File: src/rtl/instr_prog_loader.sv
// Double-buffered instruction program loader: streams words into the shadow bank,
// then swaps banks on the first sample boundary after a commit.
module instr_prog_loader #(
  parameter  int n_blocks = 256,
  localparam int AW       = $clog2(n_blocks)
) (
  input  logic          clk,
  input  logic          reset,
  input  logic          sample_tick,
  input  logic          load_start,
  input  logic          load_valid,
  input  logic [31:0]   load_data,
  output logic          load_ready,
  input  logic          load_commit,
  output logic          mem_we,
  output logic          mem_wbank,
  output logic [AW-1:0] mem_waddr,
  output logic [31:0]   mem_wdata,
  output logic          active_bank,
  output logic [AW-1:0] n_blocks_running,
  output logic [AW-1:0] last_block,
  output logic          pipe_enable,
  output logic          fetch_restart,
  output logic          commit_pending,
  output logic          commit_done,
  output logic          overflow_err
);

  typedef enum logic [1:0] {
    IDLE,
    LOAD,
    WAIT_TICK,
    SWAP
  } state_e;

  // One slot is reserved, so the longest program is n_blocks-1 words.
  localparam logic [AW-1:0] MAX_PTR = AW'(n_blocks - 1);

  state_e        state_q, state_d;
  logic [AW-1:0] wr_ptr_q, wr_ptr_d;
  logic          overflow_q, overflow_d;
  logic          mem_we_q, mem_we_d;
  logic          mem_wbank_q, mem_wbank_d;
  logic [AW-1:0] mem_waddr_q, mem_waddr_d;
  logic [31:0]   mem_wdata_q, mem_wdata_d;
  logic          active_bank_q, active_bank_d;
  logic [AW-1:0] n_run_q, n_run_d;
  logic [AW-1:0] last_block_q, last_block_d;
  logic          done_q, done_d;
  logic          can_accept;

  assign can_accept = (wr_ptr_q < MAX_PTR);

  // NOTE: every signal written here gets a default first so no path can infer a latch.
  always_comb begin
    state_d        = state_q;
    wr_ptr_d       = wr_ptr_q;
    overflow_d     = overflow_q;
    mem_we_d       = 1'b0;
    mem_wbank_d    = mem_wbank_q;
    mem_waddr_d    = mem_waddr_q;
    mem_wdata_d    = mem_wdata_q;
    active_bank_d  = active_bank_q;
    n_run_d        = n_run_q;
    last_block_d   = last_block_q;
    done_d         = 1'b0;
    load_ready     = 1'b0;
    pipe_enable    = 1'b1;
    commit_pending = 1'b0;

    unique case (state_q)
      IDLE: begin
        // A commit here has no program behind it, so it is dropped.
        if (load_start) begin
          wr_ptr_d   = '0;
          overflow_d = 1'b0;
          state_d    = LOAD;
        end
      end

      LOAD: begin
        load_ready = can_accept;
        if (load_start) begin
          wr_ptr_d   = '0;
          overflow_d = 1'b0;
        end else begin
          if (load_valid) begin
            if (can_accept) begin
              mem_we_d    = 1'b1;
              mem_wbank_d = ~active_bank_q;
              mem_waddr_d = wr_ptr_q;
              mem_wdata_d = load_data;
              wr_ptr_d    = wr_ptr_q + AW'(1);
            end else begin
              overflow_d = 1'b1;
            end
          end
          // A tick in this same cycle is deliberately not seen: only WAIT_TICK reacts.
          if (load_commit) state_d = WAIT_TICK;
        end
      end

      WAIT_TICK: begin
        commit_pending = 1'b1;
        if (sample_tick) state_d = SWAP;
      end

      SWAP: begin
        commit_pending = 1'b1;
        pipe_enable    = 1'b0;
        active_bank_d  = ~active_bank_q;
        n_run_d        = wr_ptr_q;
        last_block_d   = (wr_ptr_q == '0) ? '0 : wr_ptr_q - AW'(1);
        done_d         = 1'b1;
        state_d        = IDLE;
      end

      default: state_d = IDLE;
    endcase
  end

  // NOTE: reset is synchronous and wins over every input; all state uses non-blocking updates.
  always_ff @(posedge clk) begin
    if (reset) begin
      state_q       <= IDLE;
      wr_ptr_q      <= '0;
      overflow_q    <= 1'b0;
      mem_we_q      <= 1'b0;
      mem_wbank_q   <= 1'b1;
      mem_waddr_q   <= '0;
      mem_wdata_q   <= '0;
      active_bank_q <= 1'b0;
      n_run_q       <= '0;
      last_block_q  <= '0;
      done_q        <= 1'b0;
    end else begin
      state_q       <= state_d;
      wr_ptr_q      <= wr_ptr_d;
      overflow_q    <= overflow_d;
      mem_we_q      <= mem_we_d;
      mem_wbank_q   <= mem_wbank_d;
      mem_waddr_q   <= mem_waddr_d;
      mem_wdata_q   <= mem_wdata_d;
      active_bank_q <= active_bank_d;
      n_run_q       <= n_run_d;
      last_block_q  <= last_block_d;
      done_q        <= done_d;
    end
  end

  assign mem_we           = mem_we_q;
  assign mem_wbank        = mem_wbank_q;
  assign mem_waddr        = mem_waddr_q;
  assign mem_wdata        = mem_wdata_q;
  assign active_bank      = active_bank_q;
  assign n_blocks_running = n_run_q;
  assign last_block       = last_block_q;
  assign commit_done      = done_q;
  assign fetch_restart    = done_q;
  assign overflow_err     = overflow_q;

endmodule

File: config.mk
export PLATFORM = sky130hd
export DESIGN_NAME = instr_prog_loader
export DESIGN_NICKNAME = d
export VERILOG_FILES = /design/src/rtl/instr_prog_loader.sv
export SDC_FILE = /design/constraint.sdc
export NUM_CORES = 1
export LEC_CHECK = 0
export CORE_MARGIN = 3
export CORE_UTILIZATION = 49
export CTS_CLUSTER_SIZE = 20
export DETAILED_ROUTE_END_ITERATION = 6
export GPL_TIMING_DRIVEN = 0
export PLACE_DENSITY = 0.84
export SLEW_MARGIN = 25
export SYNTH_ARGS = -nofsm -noshare
export SYNTH_HDL_FRONTEND = slang
export SYNTH_SLANG_ARGS = --single-unit
File: constraint.sdc
create_clock -name clk -period 5.8 [get_ports clk]
set_clock_uncertainty 0.1 [all_clocks]
set_input_delay 1.74 -clock clk [delete_from_list [all_inputs] [get_ports clk]]
set_output_delay 1.74 -clock clk [all_outputs]
set_load 0.01 [all_outputs]
## Word-level counts from Yosys, hierarchy flattened

Index checks and enable logic that the tools add are counted.

- Input port bits: 38
- Bits in registers: 71
- Bits in latches: 0
- Bits in read-only memories: 0
- Memories kept: 0
- RAM bits: 0

- Shift-type cells: 0
- Multiplexer cells: 21
- $mul: 0
- $add $sub $neg: 2
- $lt $le $gt $ge: 1
- Eq/ne operators: 10
- Divide/modulo/power cells: 0
- Reductions and logical operators: 9
- Bitwise logic cells: 4

Operator list:

| cell | number |
|---|---|
| $mux 8 | 5 |
| $pmux 8 s2 | 1 |
| $reduce_and 4->1 | 4 |
| $mux 1 | 9 |
| $ne 3x3->1 const B | 3 |
| $add 8x1->8 const B | 1 |
| $logic_not 8->1 | 1 |
| $lt 8x8->1 const B | 1 |
| $mux 2 | 4 |
| $ne 2x2->1 const B | 4 |
| $pmux 2 s4 | 1 |
| $sub 8x1->8 const B | 1 |
| $eq 2x2->1 const B | 2 |
| $not 1->1 | 4 |
| $reduce_or 4->1 | 1 |
| $eq 2x1->1 const B | 1 |
| $logic_not 2->1 | 1 |
| $pmux 1 s2 | 1 |
| $reduce_bool 2->1 | 1 |
| $reduce_or 2->1 | 1 |

## Depth between registers and ports, before layout

Gate-level depths: netlist (run 1).

- Depth in word-level cells: 5
- Mapped depth: 8
- Gate-level depth less buffers: 6

## Worst setup path before layout (run 1)

No wires, ideal clock.

- Path type: reg-to-output
- From: reg state_q[0]
- To: out commit_pending
- Slack: 2.787 ns
- Stages on the path, launching flop included: 5
- Arrival time: 1.173 ns
- Data required time: 3.960 ns
- Cells stage by stage: dfxtp_1 ha_1 clkbuf_1 buf_2 or2_2

- Cells in the longest elaborated chain, start to end: 3
- Elaborated cells on any way between the ends: 4

Ends and longest elaborated chain:

| item | line | text |
|---|---|---|
| from (decl) | 39 | `state_e state_q, state_d;` |
| from (signal assigned) | 137 | `state_q <= state_d;` |
| $eq 2x2->1 | 71 | `unique case (state_q)` |
| $reduce_or 2->1 (no line) (*) | -- |  |
| $mux 1 (*) | 71 |  |
| to (decl) | 24 | `output logic commit_pending,` |

Every way passes the cells marked *; elsewhere a longest branch is shown, timed or not.

## Worst setup path after layout (run 1)

Same ends and word-level chain as after synthesis.

==> results of run 1 <==
## per-stage QoR
stage / utilization (%) / setup WS (ps) / area (µm²) / power, mW
final: 75.26 / 1794 / 4297 / 1.251
after global routing: 75.26 / 1711 / 4297 / 1.311
after CTS: 75.26 / 1798 / 4297 / 1.253
after detailed placement: 71.82 / 1999 / 4100 / 0.8607
after global placement: 71.82 / 1990 / 4100 / 0.8540
after floorplan: - / 2787 / 2989 / 0.7306
## area by class of cell
class,count,area (µm²)
multi-input cells,251,1393
inverters,10,37.54
clock buffers,11,151.4
clock inverters,4,45.04
well taps,72,90.09
flip-flops and latches,71,1421
repair buffers,102,1021
fillers,429,1413
plain buffers,28,137.6
## synth_stat cells, drive strengths merged (4+ instances only)
master,n
nor2,33
buf,20
o21ai,6
clkbuf,8
dfxtp,71
inv,10
mux2i,11
nand2,81
a211oi,4
nand3,4
ha,7
a22oi,6
nor3,6
a21oi,47
## tightest hold or removal path, stage by stage (launching register included)
cell	delay, ps
dfxtp_1	310
nand2_1	50
a21oi_1	50
## path summary, 6_finish.rpt
check,from,slack [ps],to
worst max register to register,state_q[0]$_SDFFE_PP0P_,3730,wr_ptr_q[3]$_SDFFE_PP0P_
worst max-delay path,state_q[0]$_SDFFE_PP0P_,1790,commit_pending
worst min register to register,mem_wdata[31]$_SDFFE_PP0P_,350,mem_wdata[31]$_SDFFE_PP0P_
worst min-delay path,mem_wdata[31]$_SDFFE_PP0P_,350,mem_wdata[31]$_SDFFE_PP0P_
## power by group through the flow
stage	combinational, mW	clock [mW]	sequential (mW)
2_1_floorplan	0.176	0	0.555
3_3_place_gp	0.309	0	0.545
3_5_place_dp	0.314	0	0.547
4_1_cts	0.316	0.401	0.536
5_1_grt	0.348	0.423	0.540
6_report	0.318	0.397	0.535
## state kept, by name, indices dropped and copies added (netlist names)
name,flops
mem_wbank,1
n_blocks_running,8
overflow_err,1
commit_done,1
wr_ptr_q,8
state_q,2
mem_we,1
last_block,8
mem_wdata,32
active_bank,1
mem_waddr,8
## kinds of logic (layout without fill, tap and decap cells)
family	count (synthesis)	count (layout)	share of synthesized area, %
buffers and inverters	38	155	5.860
and+or+nand+nor	148	148	22.06
DFF	71	71	47.55
adders and majority gates	7	7	2.930
muxes	11	11	3.684
AOI/OAI and AO/OA	82	82	17.04
xor gates and xnor gates	3	3	0.8792
## metal layers
| layer | vias up | routed length, µm | track usage [%] |
|---|---|---|---|
| li1 | 1444 | - | - |
| met1 | 1334 | 3503 | 27.86 |
| met2 | 105 | 3585 | 35.08 |
| met3 | 15 | 570 | 6.219 |
| met4 | 0 | 179 | 10.53 |
| met5 | - | 0 | 0 |
==> run summary, run 1 <==
Crit path cell chain -> ha_1 -> clkbuf_1 -> buf_2 -> or2_2 -> clkdlybuf4s50_1
CP startpoint kind -> flop
Crit-path leading delay family -> buffers and inverters
Max incr delay on CP -> 520 ps
Buffers & Inverters on Critical Path -> 3
Hold_ws -> 353.4 ps
Final Cycle Share -> 69.07%
Max-cap violations -> 0
Sw Ratio -> 29.38%
Gr ovfl total -> 0
Setup bufs post-CTS -> 0
Worst IR Drop VDD -> 269.6 µV
Post-route ant nets -> 0
DR WL/cell -> 14.28 µm
Final Max Slew Viols -> 0
PortBufs -> 102
Status -> finished, final reports clean
# resized after CTS -> 0
Width of the die -> 84.11 µm
Arrival time worst endpoint -> 2170 ps
Detail Placement HPWL -> 5.523 mm
Seq/Total Area, Yosys -> 47.55%
Area growth syn-to-layout -> 43.74%
Clock Power Share -> 31.7%
Via count -> 2898
Number of synthesized flops with an enable pin -> 0
Final setup TNS -> 0 ps
WHS Path Cells -> 2
# setup viols final -> 0
Maximum clock frequency -> 249.6 MHz
Post-route minimum period -> 4006 ps
Worst-path maximum fanout -> 10
Ys flop type -> dfxtp_1
Tot GR Track Use -> 22.17%
CTS Root Cell -> clkbuf_8
Largest net degree at the start of global routing -> 12
TritonRoute pass-1 iters -> 4
Starting density of the core -> 52.36%
Mean Syn Cell Area -> 8.303 µm²
H-Tree Depth -> 3
# IOs -> 103
Most common cell after layout, fill and taps aside -> clkdlybuf4s50_1
Hold buffers post-CTS -> 0
Longest Clk Path Bufs -> 2
Pwr per Cell Area -> 291.1 mW/mm²
# DRC -> 0
Num rows -> 27
Height of the chip -> 84.11 µm
Internal power -> 883.1 µW
Synth area leaders -> dfxtp_1 (48%), nand2_1 (10%), a21oi_1 (7.9%)
Comb pwr share -> 25.5%
Crit Path Category -> reg -> out
Nets@finish -> 518
Vias in the first global route -> 2812
Mapped Nets -> 405
CP Capture Type -> primary output
Layout cell share with drive strength beyond 1 -> 8.595%
CP max stage cell -> clkdlybuf4s50_1
RSZ-0062 raised after global routing -> no
Number of synthesized register bits -> 71
Non-filler cells in the finished layout -> 549
Post-synthesis instance total -> 360
Final Wtd Congestion -> 0.8634
Stages on worst setup path -> 5
Slew HR -> 63.09%
Core ar. -> 0.005709 mm²
Largest area contributor in the netlist -> dfxtp_1
Pleak -> 1.555 nW
Switching pwr -> 367.5 µW
Worst-Margin Slew -> 551.1 ps
Most frequent cells in the layout -> clkdlybuf4s50_1 (102), nand2_1 (81), dfxtp_1 (71)
Clk_lat worst skew -> 350 ps
Num CTS Buffers -> 9
CTS Sinks -> 71
Initial antenna violation count -> 0
R2R depth -> 6
DR vias/cell -> 5.279
Global-route wire length before repair -> 12.80 mm
CTS tree -> yes
Cell area after synthesis -> 0.002989 mm²
Synth warn -> 0
Die ar. -> 0.007074 mm²
Count of cell types in the netlist -> 49
Clock transition at path regs -> 80 ps
Dpl cells -> 534
Post-synth top area share -> 47.55%
Post-synth ARST share -> 0%
Critical Path RT -> 3960 ps
Hold Path Class -> reg -> reg
Seq pwr share -> 42.8%
Diode count -> 0
Initial drt markers -> 217
Fin. Hold Viols -> 0
Post-Route WL -> 7.839 mm
Note: power is estimated with default switching activity, not from simulation.
==> inputs of run 2 (changes only) <==
- CORE_UTILIZATION: 49 -> 41
- PLACE_DENSITY: 0.84 -> 0.74
- clock period: 5.8 -> 3.4 ns (I/O delays scaled with it)
==> run summary, run 2 (synthesis gave the netlist of run 1 again) <==
Via count -> 2844 (-1.9%)
DR vias/cell -> 4.955 (-6.1%)
Worst Hold Launch -> mem_waddr[3]$_SDFFE_PP0P_
End of the worst hold path -> mem_waddr[3]$_SDFFE_PP0P_
# resized after CTS -> 0 (unchanged)
Fillers -> 651 (+52%)
Post-route minimum period -> 3186 ps
Vias in the first global route -> 2666 (-5.2%)
Starting density of the core -> 43.05% (-9.3 points)
Reg2reg setup slack -> 1340 ps (-2390 ps)
Maximum clock frequency -> 313.9 MHz
Hold buffers post-CTS -> 0 (unchanged)
Hold Path Class -> reg -> reg
Final Max Slew Viols -> 0 (unchanged)
Critical Path Source -> state_q[0]$_SDFFE_PP0P_
Final Cycle Share -> 93.70%
Buffers & Inverters on Critical Path -> 3 (unchanged)
Clk_lat worst skew -> 330 ps (-20 ps)
Height of the chip -> 91.39 µm (+8.7%)
CP Capture Type -> primary output
Non-filler cells in the finished layout -> 574 (+4.6%)
Initial drt markers -> 187 (-14%)
Slew HR -> 62.35% (-0.74 points)
Arrival time worst endpoint -> 2070 ps (-100 ps)
DR WL/cell -> 13.51 µm (-5.4%)
RSZ-0062 raised after global routing -> no
Reg area -> 0.001421 mm² (unchanged)
Pwr per Cell Area -> 500.9 mW/mm² (+72%)
Num CTS Buffers -> 9 (unchanged)
Most frequent cells in the layout -> clkdlybuf4s50_1 (102), nand2_1 (81), dfxtp_1 (71)
Tot GR Track Use -> 18.63% (-3.5 points)
Worst-Margin Slew -> 562.1 ps (+11.03 ps)
Status -> finished, final reports clean
Reg2reg start -> state_q[0]$_SDFFE_PP0P_
Max incr delay on CP -> 520 ps (about the same)
# DRC -> 0 (unchanged)
Fin. Hold Viols -> 0 (unchanged)
Most common cell after layout, fill and taps aside -> clkdlybuf4s50_1
Num rows -> 30 (+11%)
Dpl cells -> 558 (+4.5%)
# IOs -> 103 (unchanged)
Max-cap violations -> 0 (unchanged)
Detail Placement HPWL -> 5.607 mm (+1.5%)
Post-Route WL -> 7.755 mm (-1.1%)
Number of flip-flops in the largest register -> 32 (unchanged)
Final setup TNS -> 0 ps (unchanged)
Initial antenna violation count -> 0 (unchanged)
Multi-input logic area -> 0.001393 mm² (unchanged)
Gr ovfl total -> 0 (unchanged)
H-Tree Depth -> 3 (unchanged)
R2R depth -> 6 (unchanged)
Crit-path leading delay family -> buffers and inverters
Pleak -> 1.553 nW (-0.17%)
Largest net degree at the start of global routing -> 13 (+1)
CP max stage cell -> clkdlybuf4s50_1
Post-route ant nets -> 0 (unchanged)
RR Endpoint -> wr_ptr_q[3]$_SDFFE_PP0P_
Crit path cell chain -> ha_1 -> clkbuf_1 -> buf_2 -> or2_2 -> clkdlybuf4s50_1
Worst IR Drop VDD -> 393.4 µV (+46%)
Width of the die -> 91.39 µm (+8.7%)
Global-route wire length before repair -> 12.62 mm (-1.4%)
Final Wtd Congestion -> 0.8432 (-2.3%)
Die ar. -> 0.008351 mm² (+18%)
Crit Path Category -> reg -> out
# setup viols final -> 0 (unchanged)
PortBufs -> 102 (unchanged)
Diode count -> 0 (unchanged)
Area growth syn-to-layout -> 45.29%
Setup bufs post-CTS -> 0 (unchanged)
Critical Path RT -> 2280 ps (-1680 ps)
Layout cell share with drive strength beyond 1 -> 8.577% (-0.018 points)
Core ar. -> 0.006944 mm² (+22%)
TritonRoute pass-1 iters -> 4 (unchanged)
Worst-path maximum fanout -> 10 (unchanged)
CTS Root Cell -> clkbuf_8
WHS Path Cells -> 2 (unchanged)
CTS Sinks -> 71 (unchanged)
CTS tree -> yes
CP startpoint kind -> flop
Clock transition at path regs -> 70 ps (about the same)
Nets@finish -> 518 (unchanged)
Longest Clk Path Bufs -> 2 (unchanged)
run 2: worst min-delay path: cells and delay by family, from the launching register on:
kind / cells / cell delay, ps
compound gates: 1 / 50
flops: 1 / 310
simple gates: 1 / 50
run 2: stage by stage:
step	worst slack [ps]	utilization, %	hold slack, ps	instance area (µm²)	power [mW]
after detailed placement	293.7	59.48	346.1	4130	1.467
after global routing	67.87	62.54	369.0	4343	2.296
after floorplan	1107	-	380.5	2989	1.246
after CTS	190.5	62.54	355.4	4343	2.187
final	214.3	62.54	352.8	4343	2.175
after global placement	313.9	59.48	342.1	4130	1.461
run 2: how the worst max path moves through the flow:
stage	endpoint	slack [ps]	cells past startpoint
finish	commit_pending	210	5
global route	commit_pending	70	5
global placement	last_block[2]$_SDFFE_PP0P_	310	5
floorplan	commit_pending	1110	4
CTS	commit_pending	190	5
detailed placement	last_block[3]$_SDFFE_PP0P_	290	5
run 2: power by group:
part / leakage [nW] / total (mW) / switching (mW) / internal [mW]
registers: 0.574 / 0.913 / 0.0313 / 0.882
clock network: 0.102 / 0.725 / 0.314 / 0.411
logic: 0.877 / 0.538 / 0.285 / 0.253
total: 1.55 / 2.18 / 0.630 / 1.55
run 2: final cells by class:
class | count | share of cell area [%]
buffer | 28 | 3.169
multi-input combinational | 251 | 32.07
timing repair buffer | 102 | 23.51
clock buffer | 10 | 2.939
sequential | 71 | 32.73
inverter | 10 | 0.8643
tap | 96 | 2.766
clock inverter | 6 | 1.959
run 2: layer usage:
layer,part of all wire (%),wire length [µm],global-route usage (%)
met5,0,0,0
met4,2.0,155,7.663
met3,5.1,398,4.060
met2,48,3758,31.10
met1,44,3443,23.12
==> RTL edit (settings of run 1) <==
Take the reset off `mem_waddr_q` and `mem_wdata_q` and load them in a clocked block of their own.
--- a/src/rtl/instr_prog_loader.sv
+++ b/src/rtl/instr_prog_loader.sv
@@ -128,6 +128,4 @@
       mem_we_q      <= 1'b0;
       mem_wbank_q   <= 1'b1;
-      mem_waddr_q   <= '0;
-      mem_wdata_q   <= '0;
       active_bank_q <= 1'b0;
       n_run_q       <= '0;
@@ -140,6 +138,4 @@
       mem_we_q      <= mem_we_d;
       mem_wbank_q   <= mem_wbank_d;
-      mem_waddr_q   <= mem_waddr_d;
-      mem_wdata_q   <= mem_wdata_d;
       active_bank_q <= active_bank_d;
       n_run_q       <= n_run_d;
@@ -147,4 +143,9 @@
       done_q        <= done_d;
     end
+  end
+
+  always_ff @(posedge clk) begin
+    mem_waddr_q <= mem_waddr_d;
+    mem_wdata_q <= mem_wdata_d;
   end
 
Behaviour: differs if reset is asserted again (counterexample within 4 cycles, from zero or initial values and one cycle with reset high); with reset held inactive, the same outputs for 4 cycles.
==> RTL edit against run 1 <==
Power increased by 0.19%; non-clock buffer count decreased by 15; hold slack lost 0.028 ns; cell area decreased by 5.0%; count of clock-buffer cells in the layout decreased by 2; wire length fell by 18%; worst setup slack worse by 0.14 ns; area after synthesis down 7.6%; sequential cell count is the same; critical path type unchanged; critical endpoint unchanged; largest power group unchanged; highest routed layer unchanged.
==> RTL edit: results (changes against run 1) <==
| Metric | Value |
|---|---|
| Prevailing post-synth register cell | `edfxtp_1` |
| Slew HR | `48.0% (-15 points)` |
| Global-route met1 utilization | `26.4% (-1.4 points)` |
| Hold_ws | `0.326 ns (-0.0279 ns)` |
| R2R Path End | `mem_wdata[1]` |
| GRT Resource Usage Total | `20.7% (-1.5 points)` |
| Status | `finished clean` |
| Dpl hpwl | `4.76 mm (-14%)` |
| Top cells by area, synth | `edfxtp_1, dfxtp_1, mux2i_1` |
| Layout clock area frac | `5.18% (+0.61 points)` |
| Final Cycle Share | `71.5% (+2.4 points)` |
| Pin count of the biggest net entering global routing | `41 (+29)` |
| WL/cell | `15.8 microns (+10%)` |
| Vias in the first global route | `2005 (-29%)` |
| Syn nets | `264 (-35%)` |
| EDFF count, synth | `40 (+40)` |
| Area post-placement | `3870 sq um (-5.6%)` |
| Synth-to-layout area growth | `47.8%` |
| Global-route wire length before repair | `10.2 mm (-20%)` |
| WHS Path Cells | `0 (-2)` |
| Inst Count DP | `391 (-27%)` |
| Plain + repair buffers | `115 (-12%)` |
| # fillers | `379 (-12%)` |
| Reg2Reg Depth | `5 (-1)` |
| FF-to-FF setup slack | `3.39 ns (-0.34 ns)` |
| Via count | `2136 (-26%)` |
| Worst Path Arrival | `2.30 ns (+0.13 ns)` |
| Worst slack at placement | `1.93 ns (-0.0677 ns)` |
| Worst-skew pair later-pin latency | `0.33 ns (-0.02 ns)` |
| List of most frequent post-synthesis cells | `edfxtp_1, dfxtp_1, nor2_1, inv_1, mux2i_1` |
| Netlist cell types | `44 (-10%)` |
| VDD IR-drop max | `279 uV (+3.6%)` |
| Routed length on met3 | `737 microns (+29%)` |
## RTL edit: cell count changes after synthesis, sizes merged, moves of 3 or more
| cell | run 1 | this run |
|---|---|---|
| o32ai | 0 | 3 |
| xnor2 | 1 | 4 |
| nand3 | 4 | 7 |
| nor2 | 33 | 23 |
| edfxtp | 0 | 40 |
| a21oi | 47 | 4 |
| dfxtp | 71 | 31 |
| clkbuf | 8 | 3 |
| inv | 10 | 14 |
| buf | 20 | 10 |
| nand2 | 81 | 5 |
## RTL edit: cell families after synthesis
group | synth area share, %
adders and majority gates | 3.17
AOI/OAI and AO/OA | 7.84
xor gates and xnor gates | 2.22
DFF | 66.0
muxes | 3.62
buffers and inverters | 4.76
and+or+nand+nor | 12.4
## RTL edit: power breakdown
group          leakage, uW  internal, uW  switching, uW
Combinational     0.000712           125            130
Clock             0.000100           238            176
Sequential        0.000614           568           15.2
Total              0.00143           932            321
